<file path="config.mk">
export PLATFORM = sky130hd
export DESIGN_NAME = mc_datapath
export DESIGN_NICKNAME = d
export VERILOG_FILES = /design/src/rtl/mc_datapath.sv
export SDC_FILE = /design/constraint.sdc
export NUM_CORES = 1
export LEC_CHECK = 0
export ABC_CLOCK_PERIOD_IN_PS = 13700
export CAP_MARGIN = 20
export CORE_MARGIN = 2
export CORE_UTILIZATION = 60
export CTS_BUF_LIST = sky130_fd_sc_hd__clkbuf_16
export DETAILED_ROUTE_END_ITERATION = 16
export PLACE_DENSITY = 0.88
export SLEW_MARGIN = 0
export SYNTH_ARGS = -nofsm -noshare
export SYNTH_HDL_FRONTEND = slang
export SYNTH_SLANG_ARGS = --single-unit
</file>
<file path="constraint.sdc">
create_clock -name clk -period 13.7 [get_ports clk]
set_input_delay 1.37 -clock clk [delete_from_list [all_inputs] [get_ports clk]]
set_output_delay 1.37 -clock clk [all_outputs]
set_load 0.02 [all_outputs]
</file>
<file path="src/rtl/mc_datapath.sv">
// mc_datapath: multicycle processor datapath driven one control word per cycle
// by an external state-machine controller. Holds PC, IR, MDR, A, B, ALUout and
// an 8x16 register file (R0 is the accumulator), and talks to a single unified
// word memory whose read data is combinational with respect to mem_addr.
//
// Ports:
//   clk, rst                      rising-edge clock, async active-high reset
//   IorD, MEMread, MEMwrite,      1-bit control inputs from the controller
//   IRwrite, ALUsrcB, PCwrite,
//   regDst, regwrite, PCwritecond
//   ALUop, PCsrc, Memtoreg,       2-bit control inputs from the controller
//   ALUsrcA
//   mem_rdata                     memory read data (16)
//   mem_addr                      word address (12): IR[11:0] when IorD, else PC
//   mem_wdata                     store data (16), always A
//   mem_read, mem_write           pass-through of MEMread / MEMwrite
//   opcode, func                  IR[15:12], IR[8:0] back to the controller
//   pc_out                        current PC (12)
module mc_datapath #(
  parameter logic [11:0] RESET_PC = 12'h000
) (
  input  logic        clk,
  input  logic        rst,
  input  logic        IorD,
  input  logic        MEMread,
  input  logic        MEMwrite,
  input  logic        IRwrite,
  input  logic        ALUsrcB,
  input  logic        PCwrite,
  input  logic        regDst,
  input  logic        regwrite,
  input  logic        PCwritecond,
  input  logic [1:0]  ALUop,
  input  logic [1:0]  PCsrc,
  input  logic [1:0]  Memtoreg,
  input  logic [1:0]  ALUsrcA,
  input  logic [15:0] mem_rdata,
  output logic [11:0] mem_addr,
  output logic [15:0] mem_wdata,
  output logic        mem_read,
  output logic        mem_write,
  output logic [3:0]  opcode,
  output logic [8:0]  func,
  output logic [11:0] pc_out
);

  logic [11:0] pc;
  logic [15:0] ir;
  logic [15:0] mdr;
  logic [15:0] a;
  logic [15:0] b;
  logic [15:0] alu_out;
  logic [15:0] rf [8];

  logic [2:0]  ri;
  logic [15:0] imm_ext;
  logic [15:0] alu_x;
  logic [15:0] alu_y;
  logic [15:0] alu_res;
  logic        zero;
  logic [11:0] pc_next;
  logic        pc_load;
  logic [2:0]  wr_idx;
  logic [15:0] wr_data;

  assign ri      = ir[11:9];
  assign imm_ext = {{4{ir[11]}}, ir[11:0]};

  assign opcode    = ir[15:12];
  assign func      = ir[8:0];
  assign pc_out    = pc;
  assign mem_wdata = a;
  assign mem_read  = MEMread;
  assign mem_write = MEMwrite;

  // IR is cleared during reset, so the IorD path would already read 0; forcing
  // RESET_PC keeps the address correct for any non-zero reset vector.
  always_comb begin
    mem_addr = IorD ? ir[11:0] : pc;
    if (rst) mem_addr = RESET_PC;
  end

  always_comb begin
    alu_x = '0;
    unique case (ALUsrcA)
      2'b00: alu_x = {4'b0000, pc};
      2'b01: alu_x = a;
      2'b10: alu_x = b;
      2'b11: alu_x = '0;
    endcase
    alu_y = ALUsrcB ? 16'h0001 : imm_ext;
  end

  // ALUop 10 and 11 work directly on A/B; the X/Y muxes are ignored there.
  always_comb begin
    alu_res = '0;
    unique case (ALUop)
      2'b00: alu_res = alu_x + alu_y;
      2'b01: begin
        unique case (ir[13:12])
          2'b00: alu_res = alu_x + alu_y;
          2'b01: alu_res = alu_x - alu_y;
          2'b10: alu_res = alu_x & alu_y;
          2'b11: alu_res = alu_x | alu_y;
        endcase
      end
      2'b10: alu_res = a;
      2'b11: begin
        case (ir[8:0])
          9'h004:  alu_res = a + b;
          9'h008:  alu_res = a - b;
          9'h010:  alu_res = a & b;
          9'h020:  alu_res = a | b;
          9'h040:  alu_res = ~a;
          default: alu_res = '0;
        endcase
      end
    endcase
  end

  assign zero = (alu_res == '0);

  always_comb begin
    pc_next = alu_res[11:0];
    unique case (PCsrc)
      2'b00: pc_next = alu_res[11:0];
      2'b01: pc_next = ir[11:0];
      2'b10: pc_next = ir[11:0];
      2'b11: pc_next = alu_out[11:0];
    endcase
    pc_load = PCwrite | (PCwritecond & zero);
  end

  always_comb begin
    wr_idx  = regDst ? ri : 3'd0;
    wr_data = alu_out;
    unique case (Memtoreg)
      2'b00: wr_data = alu_out;
      2'b01: wr_data = mdr;
      2'b10: wr_data = b;
      2'b11: wr_data = a;
    endcase
  end

  // A/B sample the register file before this edge's write lands, giving the
  // one-cycle read-after-write delay the controller sequences rely on.
  always_ff @(posedge clk or posedge rst) begin
    if (rst) begin
      pc      <= RESET_PC;
      ir      <= '0;
      mdr     <= '0;
      a       <= '0;
      b       <= '0;
      alu_out <= '0;
      for (int unsigned i = 0; i < 8; i++) rf[i] <= '0;
    end else begin
      mdr     <= mem_rdata;
      a       <= rf[0];
      b       <= rf[ri];
      alu_out <= alu_res;
      if (IRwrite)  ir         <= mem_rdata;
      if (pc_load)  pc         <= pc_next;
      if (regwrite) rf[wr_idx] <= wr_data;
    end
  end

endmodule

</file>
==> run_results.csv <==
group,metric,value,unit
drt,drt_iter0_drc,1212,
floorplanning,dieArea,25000,um^2
cts,insertion_delay,0.51,ns
synth,synth_compound_area_share,14.1,%
cts,postCtsSetupBuffers,0,
drt,drt-total-wl,39.9,mm
cts,cts_hold_buffers,0,
floorplanning,core_area,23400,um^2
floorplanning,rows,56,
critical_path,reg2reg_depth,17,
sta,rsz0062_at_grt,"no",
sta,maxSlewHeadroom,23.7,%
finish,nets,1445,
synth,synth_edf_count,0,
sta,skew,0.0151,ns
synth,ys_types,88,
sta,period_share,48.6,%
sta,period_minus_slack,6.66,ns
finish,syn_to_final_growth,11.5,%
synth,synthCells,1301,
critical_path,timing.critical_path.arrival,7.06,ns
power,comb_power_share,45.2,%
synth,yosys-top-cells-area,"dfrtp_1 (39%), mux2_2 (12%), mux4_2 (7.7%)",
drt,dr_wl_met2,19.1,mm
synth,synth_top_area_share,38.6,%
drt,drc,0,
global_routing,overflow,0,
finish,drive_above_1_share,22.0,%
job,maxCapViolations,0,
drt,wl_met3,3.61,mm
drt,top_layer,"met4",
critical_path,cp_max_fo,16,
critical_path,critPathMaxStageDelay,0.94,ns
sta,hold_viol,0,
finish,diodes,0,
critical_path,cpMaxStageDelayCell,"o41ai_4",
global_routing,antenna_found_initial,0,
synth,yosys.area.top_type,"dfrtp_1",
power,intPower,1890,uW
synth,synth_top_family_by_area,"multiplexers",
sta,tns,0,ns
power,power_frac_clock,17.9,%
synth,synth-xor-area-share,2.76,%
critical_path,worstSetupEndpoint,"pc_out[10]",
finish,finish.utilization,68.0,%
floorplanning,die_h,158,um
power,power.share.sequential,37.0,%
synth,synth_mux_area_share,23.8,%
power,p_sw,1230,uW
cts,clock_path_buffers,3,
cts,cts-resized-gates,0,
drt,drtPass1Iterations,6,
cts,cts_htree_levels,1,
drt,num_vias,11200,
sta,max_freq,150,MHz
finish,layout_commonest_cell,"dfrtp_1",
critical_path,rrSetupSlack,7.04,ns
power,power.leakage,0.00714,uW
synth,synth-seq-area-share,38.6,%
sta,worstMarginPinSlew,1.14,ns
sta,slew_viol_final,0,
floorplanning,die_w,158,um
status,status,"completed",
finish,final_cell_mix,"dfrtp_1 (218), mux2_2 (158), clkdlybuf4s50_1 (85), nor2_1 (83), inv_1 (68)",
cts,numCtsBuffers,22,
synth,ys.flop_type,"dfrtp_1",
drt,wl_per_cell,23.8,um
cts,cts_tree,"yes",
synth,synth.avg_cell_area,11.0,um^2
power,ir_drop,139,uV
critical_path,cp.required,14.10,ns
cts,cts.sinks,220,
critical_path,r2r_start,"ir[6]",
global_routing,grt_pass1_wl,63.2,mm
placed_design,post-dp-hpwl,27.8,mm
synth,synth_async_sr_flop_share,100,%
drt,drt-met1-wl,16.2,mm
critical_path,r2r_end,"pc_out[10]",
cts,cts-root-buf,"clkbuf_16",
critical_path,cpMostUsedCell,"nand4b_1",
cts,path_clk_slew,0.07,ns
global_routing,grt_pass1_vias,11400,
power,switching_share,39.5,%
synth,netlist_area,14300,um^2
synth,ys_ff_latch,220,
global_routing,grt_max_degree,143,
synth,synth-adder-area-share,6.29,%
critical_path,path_class,"register to register",
synth,synth_fp_nets,1406,
floorplanning,pin_count,90,
synth,synth-simple-area-share,9.68,%
synth,yosys_warnings,0,
global_routing,grt_usage,32.9,%
critical_path,start_kind,"register",
placed_design,portBuffers,85,
worst_hold_path,min_path_type,"register to register",
drt,antenna_left,0,
drt,routed_via_density,6.71,
floorplanning,start_util,61.0,%
critical_path,startpoint,"ir[6]",
critical_path,path_cells,"buf_4 > nor3_1 > nand4b_1 > o21ai_0 > inv_1 > ha_1 > nor2b_1 > o2111ai_1 > nand2_1 > o21a_1 > a2111oi_0 > a2bb2oi_1 > nand4_1 > nor4_1 > nand4b_1 > o41ai_4 > mux2_1",
sta,setup_violations,0,
power,p_per_area,196,nW/um^2
critical_path,worstSetupEndpointType,"register",
placed_design,gp_routability_congestion,0.961,
-- flip-flops by register name, indices dropped and copies added, names as in the netlist --
name,cells
alu_out,16
b,16
ir,16
mdr,16
mem_wdata,16
pc_out,12
rf,128
-- Yosys cell counts (all sizes together), types with 34 or more instances --
library cell / count
a21oi: 57
buf: 36
clkbuf: 55
dfrtp: 220
ha: 67
inv: 65
mux2: 170
mux2i: 34
mux4: 49
nand2: 55
nor2: 84
o21ai: 50
-- worst min path at each step --
stage | startpoint | to | slack [ns] | cells after the start
4_1_cts | rf[119] | mem_wdata[7] | 0.38 | 0
3_5_place_dp | rf[119] | mem_wdata[7] | 0.38 | 0
5_1_grt | rf[114] | mem_wdata[2] | 0.41 | 0
3_3_place_gp | rf[124] | mem_wdata[12] | 0.37 | 0
6_report | rf[119] | mem_wdata[7] | 0.39 | 0
2_1_floorplan | rf[112] | mem_wdata[0] | 0.36 | 0
-- critical path: cells and delay by family, from the launching register on --
family / cells / cell delay (ns)
AO/OA/AOI/OAI: 6 / 2.82
AND/OR/NAND/NOR: 7 / 2.36
multiplexers: 1 / 0.39
flip-flops: 1 / 0.36
buffers and inverters: 2 / 0.31
adder cells (fa/ha/maj): 1 / 0.28
-- logic make-up (layout without fill, tap and decap cells) --
group	Yosys count	after routing
AOI/OAI and AO/OA	286	286
and+or+nand+nor	270	270
muxes	253	253
DFF	220	220
buffers and inverters	157	212
adders and majority gates	70	70
xor gates and xnor gates	45	45
-- cell type report --
type,count,area [um^2]
repair buffers,106,1020
fillers,1709,7480
flip-flops and latches,220,5510
clock inverters,17,81.3
multi-input cells,924,8080
well taps,319,399
clock buffers,23,576
inverters,66,255
-- stage by stage --
| step | setup slack [ns] | area [um^2] | std cells | hold WS, ns | power, uW |
|---|---|---|---|---|---|
| final | 7.04 | 15900 | 1675 | 0.392 | 3120 |
| after global placement | 6.30 | 15200 | 1633 | 0.374 | 2440 |
| after floorplan | 6.11 | 14300 | 1301 | 0.364 | 2100 |
| after CTS | 6.67 | 15900 | 1673 | 0.384 | 3090 |
| after detailed placement | 6.16 | 15200 | 1633 | 0.382 | 2510 |
| after global routing | 6.65 | 15900 | 1675 | 0.408 | 3290 |
-- power by group through the flow --
stage	sequential [uW]	combinational (uW)	clock, uW
2_1_floorplan	1070	1040	0
3_3_place_gp	1120	1320	0
3_5_place_dp	1140	1370	0
4_1_cts	1140	1390	560
5_1_grt	1170	1530	587
6_report	1150	1410	558
-- routing by layer --
layer,vias up,track usage (%)
met3,97,4.08
met2,645,53.9
met4,0,9.91
met1,5639,46.4
met5,-,0
li1,4857,-
(Power assumes the default switching activity.)
